===== src/rtl/axis_labcontrol_pkg.sv =====
// axis_labcontrol_pkg: LabControl bus field layout and shared widths.
package axis_labcontrol_pkg;
    // Synchronised bus word is {DIOD, DIOC, DIOB, DIOA}
    localparam int BUS_W    = 32;
    localparam int DATA_LSB = 0;
    localparam int ADDR_LSB = 16;
    localparam int STB_BIT  = 24;
    localparam int DIR_BIT  = 25;
    localparam int SUB_LSB  = 26;
    localparam int RSV_LSB  = 29;
    localparam int CH_W     = 4;
    localparam int DROP_W   = 16;
    typedef logic [CH_W-1:0] chan_t;
endpackage


===== src/rtl/axis_labcontrol_rx_multi_if.sv =====
// axis_labcontrol_rx_multi_if: AXI-Stream beat carrying a sample and its channel index.
interface axis_labcontrol_rx_multi_if
    import axis_labcontrol_pkg::*;
#(
    parameter int DATA_WIDTH = 16
) ();
    logic [DATA_WIDTH-1:0] tdata;
    chan_t                 tdest;
    logic                  tvalid;
    logic                  tready;
    modport master (output tdata, tdest, tvalid, input tready);
    modport slave  (input tdata, tdest, tvalid, output tready);
endinterface


===== src/rtl/axis_labcontrol_fifo.sv =====
// axis_labcontrol_fifo: first-word-fall-through FIFO with a registered head word.
module axis_labcontrol_fifo #(
    parameter int WIDTH = 20,
    parameter int DEPTH = 16
) (
    input  logic             clk,
    input  logic             rst,
    input  logic             push,
    input  logic [WIDTH-1:0] din,
    input  logic             ready,
    output logic [WIDTH-1:0] dout,
    output logic             valid,
    output logic             drop
);
    localparam int AW = $clog2(DEPTH);
    localparam int CW = AW + 1;
    logic [WIDTH-1:0] mem [DEPTH];
    logic [AW-1:0]    wr_ptr, rd_ptr;
    logic [CW-1:0]    count;
    logic             pop, push_ok, load;
    // count covers the head register too, so total capacity stays DEPTH
    always_comb begin
        pop     = valid && ready;
        push_ok = push && (count != CW'(DEPTH) || pop);
        drop    = push && !push_ok;
        load    = (count - CW'(valid)) != '0 && (!valid || pop);
    end
    always_ff @(posedge clk) begin
        if (push_ok) mem[wr_ptr] <= din;
    end
    always_ff @(posedge clk) begin
        if (rst) begin
            wr_ptr <= '0;
            rd_ptr <= '0;
            count  <= '0;
            valid  <= 1'b0;
            dout   <= '0;
        end else begin
            wr_ptr <= wr_ptr + AW'(push_ok);
            rd_ptr <= rd_ptr + AW'(load);
            count  <= count + CW'(push_ok) - CW'(pop);
            valid  <= load || (valid && !pop);
            if (load) dout <= mem[rd_ptr];
        end
    end
endmodule


===== src/rtl/axis_labcontrol_rx_multi.sv =====
// axis_labcontrol_rx_multi: captures LabControl bus writes to a block of addresses
// and streams them out as AXI-Stream beats tagged with the channel index.
module axis_labcontrol_rx_multi
    import axis_labcontrol_pkg::*;
#(
    parameter int AXIS_DATA_WIDTH = 16,
    parameter int NUM_CHANNELS    = 4,
    parameter int BASE_ADDRESS    = 'hF0,
    parameter int SUBBUS          = 0,
    parameter int FIFO_DEPTH      = 16,
    parameter int SYNC_STAGES     = 2,
    parameter int TWOS_COMPL      = 1
) (
    input  logic                      m_axis_aclk,
    input  logic                      m_axis_areset,
    input  logic [7:0]                DIOA,
    input  logic [7:0]                DIOB,
    input  logic [7:0]                DIOC,
    input  logic [7:0]                DIOD,
    axis_labcontrol_rx_multi_if.master m_axis,
    output logic                      overflow,
    output logic [DROP_W-1:0]         drop_count
);
    logic [BUS_W-1:0]                  sync [SYNC_STAGES];
    logic [BUS_W-1:0]                  bus_q;
    logic                              prev_q, accept, drop, unused_rsvd;
    logic [7:0]                        addr, off;
    logic [AXIS_DATA_WIDTH-1:0]        ext;
    logic [CH_W+AXIS_DATA_WIDTH-1:0]   dout;
    // Strobe history resets high so a strobe held through reset is not an edge
    always_ff @(posedge m_axis_aclk) begin
        if (m_axis_areset) begin
            for (int i = 0; i < SYNC_STAGES; i++) sync[i] <= '1;
            bus_q  <= '1;
            prev_q <= 1'b1;
        end else begin
            sync[0] <= {DIOD, DIOC, DIOB, DIOA};
            for (int i = 1; i < SYNC_STAGES; i++) sync[i] <= sync[i-1];
            bus_q  <= sync[SYNC_STAGES-1];
            prev_q <= bus_q[STB_BIT];
        end
    end
    always_comb begin
        addr   = bus_q[ADDR_LSB +: 8];
        off    = addr - 8'(BASE_ADDRESS);
        accept = bus_q[STB_BIT] && !prev_q && addr >= 8'(BASE_ADDRESS) &&
                 off < 8'(NUM_CHANNELS) && bus_q[SUB_LSB +: 3] == 3'(SUBBUS) && !bus_q[DIR_BIT];
    end
    assign unused_rsvd = ^bus_q[BUS_W-1:RSV_LSB];
    generate
        if (AXIS_DATA_WIDTH <= 16) begin : g_narrow
            assign ext = bus_q[DATA_LSB +: AXIS_DATA_WIDTH];
        end else begin : g_wide
            assign ext = {{(AXIS_DATA_WIDTH-16){TWOS_COMPL != 0 && bus_q[DATA_LSB+15]}}, bus_q[DATA_LSB +: 16]};
        end
    endgenerate
    axis_labcontrol_fifo #(.WIDTH(CH_W + AXIS_DATA_WIDTH), .DEPTH(FIFO_DEPTH)) u_fifo (
        .clk   (m_axis_aclk),
        .rst   (m_axis_areset),
        .push  (accept),
        .din   ({off[CH_W-1:0], ext}),
        .ready (m_axis.tready),
        .dout  (dout),
        .valid (m_axis.tvalid),
        .drop  (drop)
    );
    assign {m_axis.tdest, m_axis.tdata} = dout;
    always_ff @(posedge m_axis_aclk) begin
        if (m_axis_areset) begin
            overflow   <= 1'b0;
            drop_count <= '0;
        end else if (drop) begin
            overflow   <= 1'b1;
            drop_count <= drop_count + DROP_W'(drop_count != '1);
        end
    end
endmodule

===== src/flat_wrapper.sv =====
// flat-port wrapper written by rule: the top's interface ports become plain ports
module axis_labcontrol_rx_multi_flat import axis_labcontrol_pkg::*;
#(
    parameter int AXIS_DATA_WIDTH = 16,
    parameter int NUM_CHANNELS    = 4,
    parameter int BASE_ADDRESS    = 'hF0,
    parameter int SUBBUS          = 0,
    parameter int FIFO_DEPTH      = 16,
    parameter int SYNC_STAGES     = 2,
    parameter int TWOS_COMPL      = 1
)
  (m_axis_aclk, m_axis_areset, DIOA, DIOB, DIOC, DIOD, overflow, drop_count, m_axis_tdata, m_axis_tdest, m_axis_tvalid, m_axis_tready);
  axis_labcontrol_rx_multi_if m_axis_i ();
  input  logic m_axis_aclk;
  input  logic m_axis_areset;
  input  logic [7:0] DIOA;
  input  logic [7:0] DIOB;
  input  logic [7:0] DIOC;
  input  logic [7:0] DIOD;
  output logic overflow;
  output logic [DROP_W-1:0] drop_count;
  output wire logic [$bits(m_axis_i.tdata)-1:0] m_axis_tdata;
  output wire logic [$bits(m_axis_i.tdest)-1:0] m_axis_tdest;
  output wire logic [$bits(m_axis_i.tvalid)-1:0] m_axis_tvalid;
  input wire logic [$bits(m_axis_i.tready)-1:0] m_axis_tready;
  assign m_axis_tdata = m_axis_i.tdata;
  assign m_axis_tdest = m_axis_i.tdest;
  assign m_axis_tvalid = m_axis_i.tvalid;
  assign m_axis_i.tready = m_axis_tready;
  axis_labcontrol_rx_multi #(.AXIS_DATA_WIDTH(AXIS_DATA_WIDTH), .NUM_CHANNELS(NUM_CHANNELS), .BASE_ADDRESS(BASE_ADDRESS), .SUBBUS(SUBBUS), .FIFO_DEPTH(FIFO_DEPTH), .SYNC_STAGES(SYNC_STAGES), .TWOS_COMPL(TWOS_COMPL)) u_core (.m_axis_aclk(m_axis_aclk), .m_axis_areset(m_axis_areset), .DIOA(DIOA), .DIOB(DIOB), .DIOC(DIOC), .DIOD(DIOD), .m_axis(m_axis_i), .overflow(overflow), .drop_count(drop_count));
endmodule

===== config.mk =====
export PLATFORM = sky130hd
export DESIGN_NAME = axis_labcontrol_rx_multi_flat
export DESIGN_NICKNAME = d
export VERILOG_FILES = /design/src/rtl/axis_labcontrol_pkg.sv /design/src/rtl/axis_labcontrol_rx_multi_if.sv /design/src/rtl/axis_labcontrol_fifo.sv /design/src/rtl/axis_labcontrol_rx_multi.sv /design/src/flat_wrapper.sv
export SDC_FILE = /design/constraint.sdc
export NUM_CORES = 1
export LEC_CHECK = 0
export ABC_AREA = 1
export BUFFER_PORTS_ARGS = -buffer_cell sky130_fd_sc_hd__buf_2
export CAP_MARGIN = 20
export CORE_AREA = 2 2 186 188
export DETAILED_ROUTE_END_ITERATION = 8
export DIE_AREA = 0 0 188 190
export MAX_ROUTING_LAYER = met4
export PLACE_DENSITY = 0.75
export SYNTH_ARGS = -nofsm -noshare
export SYNTH_HDL_FRONTEND = slang
export SYNTH_SLANG_ARGS = --single-unit

===== constraint.sdc =====
create_clock -name m_axis_aclk -period 2.4 [get_ports m_axis_aclk]
set_input_delay 0.36 -clock m_axis_aclk [delete_from_list [all_inputs] [get_ports m_axis_aclk]]
set_output_delay 0.36 -clock m_axis_aclk [all_outputs]
set_load 0.005 [all_outputs]

==> summary.md, run 1 <==
| Metric | Value |
|---|---|
| Outcome | completed |
| Die H | 190 microns |
| Post-synthesis sequential area ratio | 67.4% |
| Congestion Overflow GR | 0 |
| Post-place setup slack | -43.9 ps |
| Worst EP arrival | 2700 ps |
| First-pass GRT wire length | 63.7 mm |
| Pwr dens | 984 nW/um^2 |
| Input/output buffers | 69 |
| First drt pass iteration count | 5 |
| Grt met1 use | 29.4% |
| CP startpoint kind | flip-flop |
| Most frequent cell after synthesis | nand2_1 |
| Fin. max-slew vios | 0 |
| Syn_area_per_cell | 10.1 sq um |
| Worst-Margin Slew | 585 ps |
| Placer Congestion | 0.891 |
| Post-route ant nets | 0 |
| First-iteration detailed-routing DRC count | 1383 |
| H-tree levels | 2 |
| Synth area leaders | edfxtp_1, dfxtp_1, nand2_1 |
| RR Startpoint | u_core.bus_q[23] |
| Vias per cell | 5.15 |
| Routed WL | 40.5 mm |
| Clock root buffer | clkbuf_16 |
| Yosys reg bits | 459 |
| Crit path cell chain | nand2_2 > nor3_2 > nand3_2 > inv_2 > nand2_4 > ha_4 > inv_2 > ha_4 > fa_2 > a21oi_2 > o21bai_1 > o21ai_1 > a21oi_1 |
| Routed via count | 12600 |
| CTS Sinks | 459 |
| Clock-pin transition on the worst setup and hold timing paths | 60 ps |
| I/O pins | 73 |
| DRC violation count after routing | 0 |
| Initial antenna violation count | 0 |
| Final core utilization | 63.1% |
| Post-Syn Instances | 1818 |
| CP Data Required Time | 2820 ps |
| Vias in the first global route | 12200 |
| Leak | 8.70 nW |
| Final setup fails | 0 |
| Gr usage total | 23.6% |
| Most frequent cells after synthesis | nand2_1, edfxtp_1, nand3_1 |
| Layout Nets | 2001 |
| Share of cells above drive strength 1 | 17.2% |
| Crit Path Class | flip-flop to flip-flop |
| Largest net degree at the start of global routing | 73 |
| Ys flop type | edfxtp_1 |
| Skew final | 15.1 ps |
| Hold path start | DIOB[1] |
| Met2 Resource Use GR | 38.4% |
| CTS buffer count | 44 |
| Post-synth EDFFs | 320 |
| Row cnt | 68 |
| Max-cap violations | 0 |
| Diode count | 0 |
| Worst Hold Class | input port to flip-flop |
| Fmax | 0.439 GHz |
| Slowest-stage cell, CP | fa_2 |
| Synthesized area | 18400 sq um |
| Worst hold path stage count | 2 |
| Setup WS post-layout | 120 ps |
| Hpwl dp | 24.2 mm |
| Full die area | 35700 sq um |
| Top cell type by total area after synthesis | edfxtp_1 |
| WL per Instance | 16.6 microns |
| Worst reg-to-reg path cell count | 13 |
| Hold WS | 12.4 ps |
| Syn nets | 1870 |
| Clock period minus worst slack | 2280 ps |
| Skew-Pair Late Insertion Delay | 540 ps |
| Critical Path Source | u_core.bus_q[23] |
| Critical path fanouts, max | 3 |
| Area Growth Syn to Fin | 16.6% |
| Netlist cell types | 27 |
| Register area | 12400 sq um |
| Final hold violation count | 0 |
| Max VDD drop | 0.670 mV |
| FFs w/ async S/R, synth | 0% |
| Clock buffer depth | 3 |
| Synth warn | 0 |
| Slew Limit Headroom | 61.0% |
| Peak per-stage delay on the critical path | 390 ps |
| CTS tree | done |
| Share of the synthesized area in the top cell type | 52.3% |
| GR peak layer | met2 |
| Multi-input logic area | 5030 sq um |
| Grt met3 use | 3.38% |
| Starting density of the core | 54.2% |
| Crit path capture type | flip-flop |
| FILL cells | 2569 |
| Core outline area | 33900 sq um |
| Final Cycle Share | 95.0% |
| Chip Width | 188 microns |
through the flow:
stage	setup TNS, ps	cells	instance area [sq um]	power [mW]
floorplan	-17290	1818	18400	12.7
global placement	0	2327	19600	14.0
detailed placement	-43.9	2327	19600	14.1
CTS	0	2434	21300	21.2
global route	-38.7	2437	21400	22.2
finish	0	2437	21400	21.1
worst max-delay path, delay by kind of cell (launching register included):
| family | cells | cell delay (ps) |
|---|---|---|
| AO/OA/AOI/OAI | 4 | 440 |
| AND/OR/NAND/NOR | 4 | 460 |
| flip-flops | 1 | 340 |
| adder cells (fa/ha/maj) | 3 | 800 |
| buffers and inverters | 2 | 140 |
worst paths after layout:
check | to | slack [ps]
hold / removal | u_core.sync[0][9] | 10
setup reg to reg | u_core.u_fifo.count[4] | 120
hold reg to reg | u_core.sync[1][14] | 400
setup / recovery | u_core.u_fifo.count[4] | 120
layout make-up:
type	instances	share of cell area (%)
multi-input cells	1113	23.5
well taps	455	2.66
inverters	162	2.85
flip-flops and latches	459	57.9
repair buffers	169	6.30
clock inverters	16	0.969
clock buffers	63	5.90
placed cells by master (no fill, tap or decap), types with 30 or more instances in the layout:
| master | instances |
|---|---|
| inv_1 | 154 |
| nand2_1 | 611 |
| or2_2 | 88 |
| clkbuf_16 | 45 |
| edfxtp_1 | 320 |
| nand3_1 | 177 |
| buf_2 | 69 |
| o21ai_0 | 30 |
| nor2_1 | 120 |
| buf_4 | 58 |
| dfxtp_1 | 131 |
layer usage:
layer  part of all wire (%)  routed length, microns
met1                     41                   16500
met2                     49                   19800
met3                    6.3                    2560
met4                    4.3                    1720
met5                      0                       0
registers in the layout (all words and copies together), names as in the netlist, 4 cells and up:
signal and flops:
u_core.u_fifo.mem 320, u_core.drop_count 16, u_core.sync 58, u_core.u_fifo.count 5
u_core.u_fifo.dout 20, u_core.u_fifo.wr_ptr 4, u_core.u_fifo.rd_ptr 4, u_core.bus_q 29
logic make-up after synthesis:
| logic type | Yosys count | synth area share, % |
|---|---|---|
| AOI/OAI and AO/OA | 52 | 1.44 |
| DFF | 459 | 67.4 |
| xor gates and xnor gates | 8 | 0.381 |
| and+or+nand+nor | 1036 | 23.7 |
| buffers and inverters | 246 | 5.85 |
| adders and majority gates | 17 | 1.20 |
timing repair:
action,CTS,global route
buffers inserted,1,3
endpoints found under the setup margin,1,1
gates resized for setup,2,25
pin swaps,1,10
hold endpoints to repair,27,0
hold buffers,27,0
report_power, final:
group          switching (mW)  internal (mW)  total, mW  leakage [nW]
Combinational            3.41           1.71       5.12          4.04
Sequential              0.266           8.69       8.96          3.94
Clock                    2.81           4.19       7.01         0.715
Total                    6.49           14.6       21.1          8.70
Note: power is estimated with default switching activity, not from simulation.
==> run 2, diff against run 1 <==
--- a/config.mk
+++ b/config.mk
@@ -8,11 +8,11 @@
 export ABC_AREA = 1
 export BUFFER_PORTS_ARGS = -buffer_cell sky130_fd_sc_hd__buf_2
 export CAP_MARGIN = 20
-export CORE_AREA = 2 2 186 188
+export CORE_AREA = 8 8 183 185
 export DETAILED_ROUTE_END_ITERATION = 8
-export DIE_AREA = 0 0 188 190
+export DIE_AREA = 0 0 191 193
 export MAX_ROUTING_LAYER = met4
-export PLACE_DENSITY = 0.75
+export PLACE_DENSITY = 0.78
 export SYNTH_ARGS = -nofsm -noshare
 export SYNTH_HDL_FRONTEND = slang
 export SYNTH_SLANG_ARGS = --single-unit
==> constraint.sdc (replaced) <==
create_clock -name m_axis_aclk -period 2.45 [get_ports m_axis_aclk]
set_input_delay 0.3675 -clock m_axis_aclk [delete_from_list [all_inputs] [get_ports m_axis_aclk]]
set_output_delay 0.3675 -clock m_axis_aclk [all_outputs]
set_load 0.005 [all_outputs]
==> run 2 against run 1 <==
Routed wire length is 1.1% higher. Global-route usage down 0.41 points. Sequential power decreased by 2%. Register-to-register slack barely moved. Sequential share of layout area is 1.1 points higher. Cell area is 1.9% lower. Non-clock buffer count fell by 26. Via count rose by 0.73%. Combinational power fell by 3%. Final cell count decreased by 3.2%. Worst hold slack improved by 5.6 ps. Critical path depth did not move.
==> summary.md, run 2 (synthesized netlist as in run 1, its figures left out) <==
| Metric | Value |
|---|---|
| Clock period minus worst slack | 2320 ps (+42.3 ps) |
| Post-CTS setup repair buffer count | 0 (-1) |
| First-pass GRT wire length | 65.4 mm (+2.7%) |
| Initial antenna violation count | 0 (unchanged) |
| Crit Path Class | flip-flop to flip-flop |
| Slowest-stage cell, CP | fa_2 |
| FILL cells | 2185 (-15%) |
| Worst-Margin Slew | 848 ps (+263 ps) |
| Final setup fails | 0 (unchanged) |
| Final Cycle Share | 94.8% (-0.21 points) |
| Vias per cell | 5.36 (+4.1%) |
| Internal power | 14.3 mW (-2.0%) |
| Skew final | 16.8 ps (+1.70 ps) |
| Clock power frac | 33.6% (+0.4 points) |
| Worst Hold Class | input port to flip-flop |
| CTS tree | done |
| Core outline area | 30800 sq um (-9.2%) |
| Most common cell after layout, fill and taps aside | nand2_1 |
| Worst EP arrival | 2740 ps (+40 ps) |
| Post-route design area | 21000 sq um (-1.9%) |
| Leak | 8.58 nW (-1.3%) |
| Outcome | completed |
| CP Data Required Time | 2870 ps (+50 ps) |
| Buf/Inv on CP | 2 (unchanged) |
| Diode count | 0 (unchanged) |
| Chip Width | 191 microns (+1.6%) |
| Sequential share of power | 42.5% (about the same) |
| Area Growth Syn to Fin | 14.4% |
| Slew Limit Headroom | 43.5% (-17 points) |
| Full die area | 36900 sq um (+3.2%) |
| H-tree levels | 2 (unchanged) |
| Largest net degree at the start of global routing | 162 (+120%) |
| Wire length on met3 | 2.76 mm (+7.9%) |
| CTS Sinks | 459 (unchanged) |
| Crit path cell chain | nand2_1 > nor3_2 > nand3_4 > inv_1 > nand2_1 > ha_1 > inv_1 > ha_2 > fa_2 > a21oi_2 > o21bai_1 > o21ai_1 > a21oi_1 |
| Top sig layer | met4 |
| Net Sw Frac | 30.7% (-0.063 points) |
| Post-route ant nets | 0 (unchanged) |
| Clock-pin transition on the worst setup and hold timing paths | 60 ps (about the same) |
| Largest regs | u_core.u_fifo.mem: 320 flops, u_core.sync: 58 flops, u_core.bus_q: 29 flops |
| Commonest cells after routing, fill and taps aside | nand2_1, edfxtp_1, nand3_1, inv_1, dfxtp_1 |
| DRC violation count after routing | 0 (unchanged) |
| Critical path fanouts, max | 3 (unchanged) |
| Gr usage total | 23.2% (-0.41 points) |
| Psw | 6.34 mW (-2.3%) |
| First-iteration detailed-routing DRC count | 1275 (-7.8%) |
| Final Power | 20.6 mW (-2.1%) |
| Peak per-stage delay on the critical path | 380 ps (about the same) |
| Routed via count | 12700 (+0.73%) |
| Clock buffer depth | 3 (unchanged) |
| Layout Nets | 1975 (-1.3%) |
| Clock root buffer | clkbuf_16 |
| Routed WL | 41.0 mm (+1.1%) |
| First drt pass iteration count | 5 (unchanged) |
| Vias in the first global route | 12700 (+3.5%) |
| WL per Instance | 17.4 microns (+4.4%) |
| M1 WL | 16.1 mm (-2.1%) |
| Hpwl dp | 24.2 mm (about the same) |
| Input/output buffers | 69 (unchanged) |
| Share of cells above drive strength 1 | 16.1% (-1.1 points) |
| Die H | 193 microns (+1.6%) |
| Area after DPL | 19400 sq um (-1.2%) |
| Pwr dens | 982 nW/um^2 (-0.23%) |
| Max-cap violations | 0 (unchanged) |
| Delay-heaviest family, CP | adder cells |
| Placer Congestion | 0.906 (+1.8%) |
| Fin. max-slew vios | 0 (unchanged) |
| Largest register FFs | 320 (unchanged) |
| CP startpoint kind | flip-flop |
| Reg with most FFs | u_core.u_fifo.mem |
| Comb pwr share | 23.9% (-0.4 points) |
| I/O pins | 73 (unchanged) |
| CTS buffer count | 44 (unchanged) |
| Fmax | 0.431 GHz (-1.8%) |
| Starting density of the core | 59.7% (+5.5 points) |
| Congestion Overflow GR | 0 (unchanged) |
| Crit path capture type | flip-flop |
| Skew-Pair Late Insertion Delay | 540 ps (about the same) |
| Max VDD drop | 0.884 mV (+32%) |
| Final hold violation count | 0 (unchanged) |
| Row cnt | 65 (-4.4%) |
| Metal2 WL | 20.6 mm (+4.1%) |
==> run 2: cell count changes in the layout (fill, tap and decap cells not counted), moves of 3 or more <==
cell | previous run | this run
dlygate4sd3_1 | 27 | 14
buf_12 | 15 | 7
buf_4 | 58 | 53
dfxtp_2 | 7 | 2
dfxtp_1 | 131 | 135
inv_1 | 154 | 158
inv_2 | 5 | 1
nand2_1 | 611 | 614
==> run 2: power by group through the flow <==
stage	Clock, mW	Combinational (mW)	Sequential, mW
global placement	0	4.72	8.92
CTS	7.04	4.93	8.77
finish	6.93	4.95	8.77
detailed placement	0	4.85	8.94
global route	7.37	5.58	8.80
floorplan	0	3.65	8.82
==> run 2: final cells by class <==
cell class / count / area (sq um) / area share (%)
Clock buffer: 64 / 1280 / 6.08
Tap cell: 402 / 503 / 2.39
Timing Repair Buffer: 143 / 1020 / 4.87
Multi-Input combinational cell: 1113 / 5000 / 23.8
Sequential cell: 459 / 12400 / 59.0
Clock inverter: 16 / 215 / 1.02
Inverter: 162 / 611 / 2.90
==> run 2: repair_timing <==
item | 4_1_cts | 5_1_grt
hold buffers | 14 | 0
endpoints found under the setup margin | 1 | 1
gates resized for setup | 1 | 13
endpoints found under the hold margin | 14 | 0
pin swaps | 0 | 2
cloned | 0 | 0
==> run 2: path summary, 6_finish.rpt <==
kind	startpoint	end	slack, ps	depth (start not counted)
worst max-delay path	u_core.bus_q[23]	u_core.u_fifo.count[4]	130	13
worst min-delay path	DIOC[5]	u_core.sync[0][21]	20	2
worst max register to register	u_core.bus_q[23]	u_core.u_fifo.count[4]	130	13
worst min register to register	u_core.sync[0][2]	u_core.sync[1][2]	400	1
==> run 2: layer usage <==
metal	track usage, %	up-vias
met5	-	-
met3	3.38	98
met4	9.10	0
met2	39.3	473
li1	-	6078
met1	27.7	6001
==> run 2: stage by stage <==
step           worst slack [ps]  setup TNS [ps]  hold slack (ps)  std cells  util (%)
2_1_floorplan             -4.03           -1290              389       1818         -
5_1_grt                   -77.6           -77.6             2.37       2359      68.2
3_5_place_dp               44.5               0              393       2265      62.8
3_3_place_gp               45.2               0              391       2265      62.8
4_1_cts                    6.53               0             3.10       2359      68.1
6_report                    127               0             18.0       2359      68.2
==> run 3, diff against run 2 <==
--- a/config.mk
+++ b/config.mk
@@ -5,14 +5,14 @@
 export SDC_FILE = /design/constraint.sdc
 export NUM_CORES = 1
 export LEC_CHECK = 0
-export ABC_AREA = 1
 export BUFFER_PORTS_ARGS = -buffer_cell sky130_fd_sc_hd__buf_2
 export CAP_MARGIN = 20
-export CORE_AREA = 8 8 183 185
+export CORE_AREA = 8 8 175 177
+export CTS_BUF_LIST = sky130_fd_sc_hd__clkbuf_2 sky130_fd_sc_hd__clkbuf_4 sky130_fd_sc_hd__clkbuf_8
 export DETAILED_ROUTE_END_ITERATION = 8
-export DIE_AREA = 0 0 191 193
+export DIE_AREA = 0 0 183 185
 export MAX_ROUTING_LAYER = met4
-export PLACE_DENSITY = 0.78
+export PLACE_DENSITY = 0.79
 export SYNTH_ARGS = -nofsm -noshare
 export SYNTH_HDL_FRONTEND = slang
 export SYNTH_SLANG_ARGS = --single-unit
==> run 3 against run 2 <==
The run now ends with negative setup slack left. Clock skew rose by 5.9 ps. Fmax fell by 10%. Flip-flop and latch count did not move.
==> summary.md, run 3 <==
| Metric | Value |
|---|---|
| Outcome | finished with violations |
| Failing checks | negative setup slack |
| Fmax | 0.386 GHz (-10%) |
| H-tree levels | 3 (+1) |
| Initial antenna violation count | 0 (unchanged) |
| Synth warn | 0 (unchanged) |
| Worst Hold Class | input port to flip-flop |
| Netlist cell types | 44 (+63%) |
| First-iteration detailed-routing DRC count | 833 (-35%) |
| Area Growth Syn to Fin | 19.4% |
| First-pass GRT wire length | 54.1 mm (-17%) |
| Final hold violation count | 0 (unchanged) |
| Grt met3 use | 4.51% (+1.1 points) |
| Slew Limit Headroom | 59.5% (+16 points) |
| WL per Instance | 21.2 microns (+22%) |
| Chip Width | 183 microns (-4.2%) |
| Placer Congestion | 0.746 (-18%) |
| Final Power | 18.7 mW (-9.6%) |
| Post-route ant nets | 0 (unchanged) |
| Core outline area | 28100 sq um (-8.9%) |
| I/O pins | 73 (unchanged) |
| R2r setup slk | -140 ps (-270 ps) |
| Syn nets | 1080 (-42%) |
| Max VDD drop | 0.593 mV (-33%) |
| Max-cap violations | 0 (unchanged) |
| Full die area | 33900 sq um (-8.2%) |
| Largest register FFs | 320 (unchanged) |
| Congestion Overflow GR | 0 (unchanged) |
| Leak | 6.86 nW (-20%) |
| Yosys reg bits | 459 (unchanged) |
| CP startpoint kind | flip-flop |
| Critical Path Source | u_core.u_fifo.count[2] |
| Diode count | 0 (unchanged) |
| FF-to-FF End | u_core.u_fifo.count[4] |
| Skew final | 22.7 ps (+5.94 ps) |
| Post-place setup slack | -324 ps (-368 ps) |
| GR peak layer | met2 |
| Crit path capture type | flip-flop |
| Routed via count | 9230 (-27%) |
| CTS Sinks | 459 (unchanged) |
| Met2 Resource Use GR | 36.0% (-3.3 points) |
| Most common cell after layout, fill and taps aside | edfxtp_1 |
| Largest regs | u_core.u_fifo.mem: 320 flops, u_core.sync: 58 flops, u_core.bus_q: 29 flops |
| Post-synth EDFFs | 320 (unchanged) |
| TNS Setup | -143 ps (-143 ps) |
| Fin. max-slew vios | 0 (unchanged) |
| Vias per cell | 5.58 (+4.1%) |
| Most frequent cells after synthesis | edfxtp_1, dfxtp_1, or2_2 |
| Reg with most FFs | u_core.u_fifo.mem |
| Worst hold path stage count | 4 (+2) |
| Post-synthesis sequential area ratio | 73.8% (+6.4 points) |
| Synth area leaders | edfxtp_1, dfxtp_1, mux4_2 |
| Skew-Pair Late Insertion Delay | 590 ps (+50 ps) |
| Clock period minus worst slack | 2590 ps (+270 ps) |
| Setup WS post-layout | -143 ps (-270 ps) |
| CP endpoint | u_core.u_fifo.count[4] |
| Clock-pin transition on the worst setup and hold timing paths | 60 ps (about the same) |
| Clock root buffer | clkbuf_8 |
| Worst reg-to-reg path cell count | 13 (unchanged) |
| Final setup fails | 1 (+1) |
| Share of cells above drive strength 1 | 34.8% (+19 points) |
| Ys flop type | edfxtp_1 |
| Largest net degree at the start of global routing | 39 (-76%) |
| Commonest cells after routing, fill and taps aside | edfxtp_1, dfxtp_1, or2_2, clkbuf_8, buf_2 |
| RR Startpoint | u_core.u_fifo.count[2] |
| Row cnt | 62 (-4.6%) |
| Worst-Margin Slew | 606 ps (-241 ps) |
| RSZ-0062 raised after global routing | yes |
| Post-Place Cells | 1495 (-34%) |
| Hold WS | 170 ps (+152 ps) |
| Post-Syn Instances | 1028 (-43%) |
| CTS buffer count | 71 (+61%) |
| Post-route design area | 20000 sq um (-4.7%) |
| DRC violation count after routing | 0 (unchanged) |
| Starting density of the core | 59.8% (+0.12 points) |
| Critical path fanouts, max | 2 (-1) |
| Hpwl dp | 19.6 mm (-19%) |
| Grt met1 use | 26.6% (-1.2 points) |
| Input/output buffers | 69 (unchanged) |
| Most frequent cell after synthesis | edfxtp_1 |
| Share of the synthesized area in the top cell type | 57.2% (+5.0 points) |
| Final core utilization | 71.4% (+3.2 points) |
| Die H | 185 microns (-4.1%) |
| CTS tree | done |
| Vias in the first global route | 9677 (-24%) |
| Routed WL | 35.1 mm (-14%) |
| CP Data Required Time | 2970 ps (+100 ps) |
| Worst EP arrival | 3110 ps (+370 ps) |
| Final Cycle Share | 106% (+11 points) |
| Crit Path Class | flip-flop to flip-flop |
| Syn_area_per_cell | 16.3 sq um (+61%) |
| Clock buffer depth | 3 (unchanged) |
| Area after DPL | 18300 sq um (-5.6%) |
| Gr usage total | 21.9% (-1.3 points) |
| Pwr dens | 931 nW/um^2 (-5.2%) |
| FFs w/ async S/R, synth | 0% (unchanged) |
| Top cell type by total area after synthesis | edfxtp_1 |
| Finished Layout Cells | 1654 (-30%) |
| Layout Nets | 1268 (-36%) |
| First drt pass iteration count | 5 (unchanged) |
| Synthesized area | 16800 sq um (-8.7%) |
-- run 3: changes by cell type after synthesis, sizes merged, moves of 7 or more --
| cell | before | now |
|---|---|---|
| o21ai | 31 | 9 |
| xnor2 | 3 | 10 |
| mux4 | 0 | 61 |
| nand3 | 179 | 10 |
| a21oi | 19 | 48 |
| o2bb2ai | 0 | 19 |
| inv | 160 | 14 |
| nor2b | 0 | 7 |
| nor2 | 140 | 58 |
| or3 | 0 | 9 |
| nand2 | 615 | 69 |
| mux2i | 0 | 39 |
| buf | 48 | 16 |
| a31oi | 0 | 13 |
-- run 3: how the worst min path moves through the flow --
stage	start	endpoint	slack [ps]
6_report	m_axis_tready	u_core.u_fifo.valid	170
5_1_grt	m_axis_tready	u_core.u_fifo.valid	180
4_1_cts	m_axis_tready	u_core.u_fifo.valid	140
3_5_place_dp	u_core.sync[0][15]	u_core.sync[1][15]	390
3_3_place_gp	u_core.sync[1][5]	u_core.bus_q[5]	390
2_1_floorplan	u_core.sync[1][18]	u_core.bus_q[18]	390
-- run 3: cells by family after synthesis --
family	count (synthesis)	synth area share (%)
flip-flops	459	73.8
AND/OR/NAND/NOR	266	8.05
AO/OA/AOI/OAI	101	3.76
multiplexers	100	10.5
buffers and inverters	67	1.60
XOR/XNOR	18	0.939
adder cells (fa/ha/maj)	17	1.31
-- run 3: worst max-delay path: stages (launching register included) --
cell     delay (ps)
dfxtp_2         330
inv_4            60
ha_4            130
nand2_1          50
or4_4           420
or2b_1          200
ha_1            120
inv_1            40
ha_2            170
fa_2            350
a21oi_2         120
nor2_1           60
or3_1           350
a21oi_1         140
-- run 3: area by class of cell --
type | instances | area (sq um)
Clock buffer | 102 | 1250
Clock inverter | 25 | 141
Fill cell | 1724 | 8030
Inverter | 14 | 55.1
Multi-Input combinational cell | 502 | 4290
Sequential cell | 459 | 12400
Tap cell | 384 | 480
Timing Repair Buffer | 168 | 1420
-- run 3: report_power, final --
group	total [mW]	switching, mW	internal, mW	leakage [nW]
registers	8.70	0.191	8.51	3.94
clock network	6.18	2.78	3.40	0.740
logic	3.77	1.93	1.84	2.18
-- run 3: metal layers --
layer | part of all wire (%) | up-vias
li1 | - | 4225
met1 | 39 | 4508
met2 | 50 | 412
met3 | 8.0 | 85
met4 | 2.7 | 0
met5 | 0 | -
-- run 3: timing repair --
item,CTS,global route
endpoints found under the hold margin,29,0
hold buffers,29,0
setup endpoints to repair,37,73
gates resized for setup,4,8
buffers inserted,1,2
pin swaps,4,3
